## src/rtl/mem_arbiter_pkg.sv

```systemverilog
// mem_arbiter_pkg
// Shared definitions for the data-memory arbiter: grant/state encodings and
// default geometry. The SPI sequencer and its testbench import this package
// so that they agree with the arbiter on encodings and widths.
//   ST_IDLE / ST_ACC_A / ST_ACC_B : arbiter state (= registered grant)
//   DEF_ADDR_W / DEF_DATA_W       : default memory geometry (128 x 8)
//   DEF_B_MAX_WAIT                : default port B starvation bound
package mem_arbiter_pkg;

    localparam int STATE_W = 2;

    localparam logic [STATE_W-1:0] ST_IDLE  = 2'd0;
    localparam logic [STATE_W-1:0] ST_ACC_A = 2'd1;
    localparam logic [STATE_W-1:0] ST_ACC_B = 2'd2;

    localparam int DEF_ADDR_W     = 7;
    localparam int DEF_DATA_W     = 8;
    localparam int DEF_B_MAX_WAIT = 15;

    // Counter width able to hold 0..max_val (never narrower than one bit).
    function automatic int cnt_width(input int max_val);
        int w;
        w = $clog2(max_val + 1);
        return (w < 1) ? 1 : w;
    endfunction

endpackage

```

## src/rtl/mem_arbiter_wait_counter.sv

```systemverilog
// arb_wait_counter
// Saturating counter tracking how long port B has been kept waiting.
// Ports:
//   clk    in  clock
//   rst_n  in  asynchronous active-low reset (count -> 0)
//   clr    in  clear the count (B granted or request withdrawn); wins over inc
//   inc    in  B waited this cycle
//   count  out current count, saturates at MAX
//   boost  out count has reached MAX: B now outranks a newly arriving A request
module arb_wait_counter
    import mem_arbiter_pkg::*;
#(
    parameter int MAX = DEF_B_MAX_WAIT,
    parameter int CW  = cnt_width(DEF_B_MAX_WAIT)
) (
    input  logic          clk,
    input  logic          rst_n,
    input  logic          clr,
    input  logic          inc,
    output logic [CW-1:0] count,
    output logic          boost
);

    localparam logic [CW-1:0] MAX_C = CW'(MAX);

    logic [CW-1:0] count_reg;
    logic [CW-1:0] count_next;

    always_comb begin
        count_next = count_reg;
        if (clr) begin
            count_next = '0;
        end else if (inc && (count_reg < MAX_C)) begin
            count_next = count_reg + 1'b1;
        end
    end

    always_ff @(posedge clk or negedge rst_n) begin
        if (!rst_n) begin
            count_reg <= '0;
        end else begin
            count_reg <= count_next;
        end
    end

    assign count = count_reg;
    assign boost = (count_reg >= MAX_C);

endmodule

```

## src/rtl/mem_arbiter.sv

```systemverilog
// mem_arbiter
// Shares one single-port data memory between the SPI slave sequencer (port A,
// pulse requests, hard real-time) and a local host (port B, level request with
// acknowledge). Every access takes exactly one cycle; A normally wins, but a B
// request that has waited B_MAX_WAIT cycles is boosted above a new A request.
// Ports:
//   clk, rst_n                       clock, asynchronous active-low reset
//   a_req/a_we/a_addr/a_wdata        A command (one-cycle pulse)
//   a_valid/a_rdata                  A completion pulse and read data
//   a_overrun                        sticky: a_req while an A request pending
//   b_req/b_we/b_addr/b_wdata        B command (level, held until b_ack)
//   b_ack/b_rdata                    B completion pulse and read data
//   mem_we/mem_addr/mem_wdata        memory command (arbiter is sole driver)
//   mem_rdata                        memory combinational read data
//   busy                             high during any access cycle
module mem_arbiter
    import mem_arbiter_pkg::*;
#(
    parameter int ADDR_W     = DEF_ADDR_W,
    parameter int DATA_W     = DEF_DATA_W,
    parameter int B_MAX_WAIT = DEF_B_MAX_WAIT
) (
    input  logic              clk,
    input  logic              rst_n,
    input  logic              a_req,
    input  logic              a_we,
    input  logic [ADDR_W-1:0] a_addr,
    input  logic [DATA_W-1:0] a_wdata,
    output logic              a_valid,
    output logic [DATA_W-1:0] a_rdata,
    output logic              a_overrun,
    input  logic              b_req,
    input  logic              b_we,
    input  logic [ADDR_W-1:0] b_addr,
    input  logic [DATA_W-1:0] b_wdata,
    output logic              b_ack,
    output logic [DATA_W-1:0] b_rdata,
    output logic              mem_we,
    output logic [ADDR_W-1:0] mem_addr,
    output logic [DATA_W-1:0] mem_wdata,
    input  logic [DATA_W-1:0] mem_rdata,
    output logic              busy
);

    localparam int CW = cnt_width(B_MAX_WAIT);

    // Arbiter state; it is also the registered grant for the current cycle.
    logic [STATE_W-1:0] state_reg;
    logic [STATE_W-1:0] state_next;

    // Queued A command waiting for a grant.
    logic              pend_reg;
    logic              pend_we_reg;
    logic [ADDR_W-1:0] pend_addr_reg;
    logic [DATA_W-1:0] pend_wdata_reg;
    logic              overrun_reg;

    // Memory command registers, loaded at the grant edge.
    logic              mem_we_reg;
    logic [ADDR_W-1:0] mem_addr_reg;
    logic [DATA_W-1:0] mem_wdata_reg;

    // Completion outputs.
    logic              a_valid_reg;
    logic [DATA_W-1:0] a_rdata_reg;
    logic              b_ack_reg;
    logic [DATA_W-1:0] b_rdata_reg;

    // Arbitration terms.
    logic              a_avail;
    logic              a_cmd_we;
    logic [ADDR_W-1:0] a_cmd_addr;
    logic [DATA_W-1:0] a_cmd_wdata;
    logic              b_elig;
    logic              grant_a;
    logic              grant_b;
    logic              boost;
    logic [CW-1:0]     wait_cnt;

    // A queued command always takes precedence over a fresh pulse; a pulse
    // arriving while one is queued is the overrun case and is dropped.
    always_comb begin
        a_avail     = pend_reg | a_req;
        a_cmd_we    = pend_reg ? pend_we_reg    : a_we;
        a_cmd_addr  = pend_reg ? pend_addr_reg  : a_addr;
        a_cmd_wdata = pend_reg ? pend_wdata_reg : a_wdata;
    end

    // While B is being accessed its ack is not yet visible (it rises at the
    // closing edge), so the in-flight access must also block re-service of
    // the still-held b_req.
    always_comb begin
        b_elig  = b_req & ~b_ack_reg & (state_reg != ST_ACC_B);
        grant_a = a_avail & ~(b_elig & boost);
        grant_b = b_elig & ~grant_a;
    end

    always_comb begin
        state_next = ST_IDLE;
        if (grant_a) begin
            state_next = ST_ACC_A;
        end else if (grant_b) begin
            state_next = ST_ACC_B;
        end
    end

    arb_wait_counter #(
        .MAX (B_MAX_WAIT),
        .CW  (CW)
    ) u_wait_counter (
        .clk   (clk),
        .rst_n (rst_n),
        .clr   (grant_b | ~b_req),
        .inc   (b_elig & ~grant_b),
        .count (wait_cnt),
        .boost (boost)
    );

    always_ff @(posedge clk or negedge rst_n) begin
        if (!rst_n) begin
            state_reg <= ST_IDLE;
        end else begin
            state_reg <= state_next;
        end
    end

    // Pending A register and sticky overrun flag.
    always_ff @(posedge clk or negedge rst_n) begin
        if (!rst_n) begin
            pend_reg       <= 1'b0;
            pend_we_reg    <= 1'b0;
            pend_addr_reg  <= '0;
            pend_wdata_reg <= '0;
            overrun_reg    <= 1'b0;
        end else begin
            if (grant_a) begin
                pend_reg <= 1'b0;
            end else if (a_req && !pend_reg) begin
                pend_reg       <= 1'b1;
                pend_we_reg    <= a_we;
                pend_addr_reg  <= a_addr;
                pend_wdata_reg <= a_wdata;
            end
            if (a_req && pend_reg) begin
                overrun_reg <= 1'b1;
            end
        end
    end

    // Memory command: address/data hold their last values when idle, only
    // the write enable returns low. The async clear of mem_we_reg is what
    // aborts a write when reset hits mid-access.
    always_ff @(posedge clk or negedge rst_n) begin
        if (!rst_n) begin
            mem_we_reg    <= 1'b0;
            mem_addr_reg  <= '0;
            mem_wdata_reg <= '0;
        end else begin
            if (grant_a) begin
                mem_we_reg    <= a_cmd_we;
                mem_addr_reg  <= a_cmd_addr;
                mem_wdata_reg <= a_cmd_wdata;
            end else if (grant_b) begin
                mem_we_reg    <= b_we;
                mem_addr_reg  <= b_addr;
                mem_wdata_reg <= b_wdata;
            end else begin
                mem_we_reg    <= 1'b0;
            end
        end
    end

    // Read data is captured at the closing edge of every access, writes
    // included, so a write returns the previous contents.
    always_ff @(posedge clk or negedge rst_n) begin
        if (!rst_n) begin
            a_valid_reg <= 1'b0;
            a_rdata_reg <= '0;
            b_ack_reg   <= 1'b0;
            b_rdata_reg <= '0;
        end else begin
            a_valid_reg <= (state_reg == ST_ACC_A);
            b_ack_reg   <= (state_reg == ST_ACC_B);
            if (state_reg == ST_ACC_A) begin
                a_rdata_reg <= mem_rdata;
            end
            if (state_reg == ST_ACC_B) begin
                b_rdata_reg <= mem_rdata;
            end
        end
    end

    assign a_valid   = a_valid_reg;
    assign a_rdata   = a_rdata_reg;
    assign a_overrun = overrun_reg;
    assign b_ack     = b_ack_reg;
    assign b_rdata   = b_rdata_reg;
    assign mem_we    = mem_we_reg;
    assign mem_addr  = mem_addr_reg;
    assign mem_wdata = mem_wdata_reg;
    assign busy      = (state_reg != ST_IDLE);

endmodule

```

## config.mk

```make
export PLATFORM = sky130hd
export DESIGN_NAME = mem_arbiter
export DESIGN_NICKNAME = d
export VERILOG_FILES = /design/src/rtl/mem_arbiter_pkg.sv /design/src/rtl/mem_arbiter_wait_counter.sv /design/src/rtl/mem_arbiter.sv
export SDC_FILE = /design/constraint.sdc
export NUM_CORES = 1
export LEC_CHECK = 0
export CAP_MARGIN = 20
export CORE_ASPECT_RATIO = 1.4
export CORE_MARGIN = 5
export CORE_UTILIZATION = 39
export DETAILED_ROUTE_END_ITERATION = 10
export HOLD_SLACK_MARGIN = 0.03
export PLACE_DENSITY = 0.67
export SYNTH_ARGS = -nofsm -noshare
export SYNTH_HDL_FRONTEND = slang
export SYNTH_HIERARCHICAL = 1
export SYNTH_SLANG_ARGS = --single-unit
```

## constraint.sdc

```tcl
create_clock -name clk -period 4.3 [get_ports clk]
set_clock_uncertainty 0.2 [all_clocks]
set_input_delay 1.29 -clock clk [delete_from_list [all_inputs] [get_ports clk]]
set_output_delay 1.29 -clock clk [all_outputs]
set_load 0.03 [all_outputs]
```

==> results.yml <==
run_status:
  status: "finished, final reports clean"
timing:
  drv_slew: 0
  fmax_ghz: 0.321
  rsz0062_at_grt: "false"
  hold_slack_ns: 0.273
  setup-tns-final_ns: 0
  tightest_slew_ns: 0.809
  fin_crit_ns: 3.12
  hold_viol_final: 0
  min_period_over_period: 0.725
  slew_headroom: 0.461
  setup_ws_ns: 1.18
  setup_viol: 0
clock_network:
  cts-buffers-inserted: 9
  clock_sinks: 58
  ctsRootBufferMaster: "clkbuf_8"
  cts_tree: "built"
  ctsLongestPathBuffers: 2
  ctsResizeCount: 0
  cts_setup_buffers: 0
  clk_pin_slew_ns: 0.07
  hold_buffers: 0
  htreeDepth: 3
  clk_latency_ns: 0.33
drt:
  vias_per_cell: 5.21
  drtAntennaViolNets: 0
  routed_wl_microns: 6910
  drt_iter0_markers: 104
  vias: 2193
  first_pass_iters: 4
  wire_per_inst_microns: 16.4
  drc: 0
yosys:
  async_flop_share: 1.00
  netlist.top_cell.by_area: "dfrtp_1"
  synth_top_area_frac: 0.513
  ys_seq_elements: 58
  synth-seq-area-share: 0.513
  ys_types: 42
  yosysWarnings: 6
  synthTopCellsByArea: "dfrtp_1 51%, mux2_4 5.8%, mux2_2 5.6%"
  netlist_instances: 242
  synth_nets: 287
  synth-edff-count: 0
  netlist_area_sq_um: 2830
  synthFlopType: "dfrtp_1"
  synth.most_common_cell: "dfrtp_1"
  avgSynthCellArea_sq_um: 11.7
  synthTopCellsByCount: "58 x dfrtp_1, 25 x nand2_1, 17 x inv_1, 14 x mux2_2"
layout:
  nNetsFinal: 366
  diodes: 0
  layout-drive-gt1-share: 0.193
  final_core_util: 0.552
  areaGrowthSynthToFinish_pct: 37.1
worst_setup_path:
  start_kind: "flip-flop"
  cp.required_ns: 2.81
  worstSetupPathType: "reg2out"
  worst-endpoint-arrival_ns: 1.63
  crit_fanout: 3
  end_kind: "primary output"
floorplan:
  dieArea_sq_um: 9090
  die_y_microns: 111
  core_area_sq_um: 7030
  num_rows: 36
  io_pins: 80
  die_x_microns: 82.0
  initial_core_util: 0.403
placed_design:
  hpwl_microns: 4790
  dpl_worst_slack_ns: 0.917
  globalplace.congestion: 0.699
  port_buffers: 79
power:
  power.leakage_nw: 1.74
  powerDensity_nw_per_um2: 379
  p_total_w: 0.00147
  worst_ir_drop_vdd_v: 0.000286
grt:
  grt_pass1_wl_microns: 11800
  first_global_vias: 2371
  grt-ovfl-total: 0
  antenna_found_initial: 0
  grt_max_degree: 32
  grt_use_total: 0.167
min_path:
  hold_path_class: "reg2reg"
flow_run:
  drv_cap: 0
[layout make-up]
| type | instances | area (sq um) |
|---|---|---|
| inverter | 18 | 67.6 |
| tap | 95 | 119 |
| multi-input combinational | 151 | 1220 |
| clock inverter | 7 | 78.8 |
| fill | 630 | 3150 |
| timing repair buffer | 83 | 816 |
| sequential | 58 | 1450 |
| clock buffer | 9 | 124 |
[where the power goes]
part	leakage (nW)	total, W	internal [W]	switching, W
sequential	0.737	0.000617	0.000591	0.0000252
combinational	0.910	0.000347	0.000161	0.000186
clock	0.0921	0.000506	0.000271	0.000235
total	1.74	0.00147	0.00102	0.000446
[critical path: stages, from the launching register on]
cell             delay (ns)
dfrtp_1                0.40
or2_2                  0.30
clkdlybuf4s50_1        0.61
[metal layers]
metal,vias up,part of all wire,track usage
met5,-,0,0
met3,10,0.066,0.0553
met4,0,0.019,0.0698
met1,1089,0.40,0.197
met2,55,0.51,0.271
li1,1039,-,-
[worst paths after layout]
check	slack, ns	from	end	cells after the start
setup / recovery	1.18	state_reg[1]	busy	2
hold / removal	0.27	b_rdata[1]	b_rdata[1]	2
setup reg to reg	1.95	pend_reg	u_wait_counter/count[0]	4
hold reg to reg	0.27	b_rdata[1]	b_rdata[1]	2
max in group asynchronous	2.25	rst_n	pend_wdata_reg[5]	2
min in group asynchronous	0.81	rst_n	u_wait_counter/count[3]	1
[stage by stage]
stage | area, sq um | cells
4_1_cts | 3880 | 421
6_report | 3880 | 421
2_1_floorplan | 2830 | 242
3_3_place_gp | 3680 | 405
3_5_place_dp | 3680 | 405
5_1_grt | 3880 | 421
[kinds of logic after synthesis]
| kind of cell | Yosys count | share of synthesized area |
|---|---|---|
| AO/OA/AOI/OAI | 53 | 0.157 |
| buffers and inverters | 33 | 0.0548 |
| flip-flops | 58 | 0.513 |
| multiplexers | 26 | 0.118 |
| adder cells (fa/ha/maj) | 1 | 0.00442 |
| AND/OR/NAND/NOR | 71 | 0.153 |
[cells in the final DEF, fill, tap and decap left out, types with 7 or more instances in the layout]
cell	netlist	routed
a221oi_2	7	7
o221ai_1	7	7
mux2_2	14	14
nand2b_1	11	11
or3b_1	8	8
a222oi_1	7	7
clkdlybuf4s50_1	0	78
o22ai_1	7	7
o211ai_1	8	8
clkbuf_8	0	9
inv_1	17	17
mux2_4	11	11
or3_1	7	7
a21oi_1	10	10
dfrtp_1	58	58
nand2_1	25	25
Power figures use the tool's default switching activity.
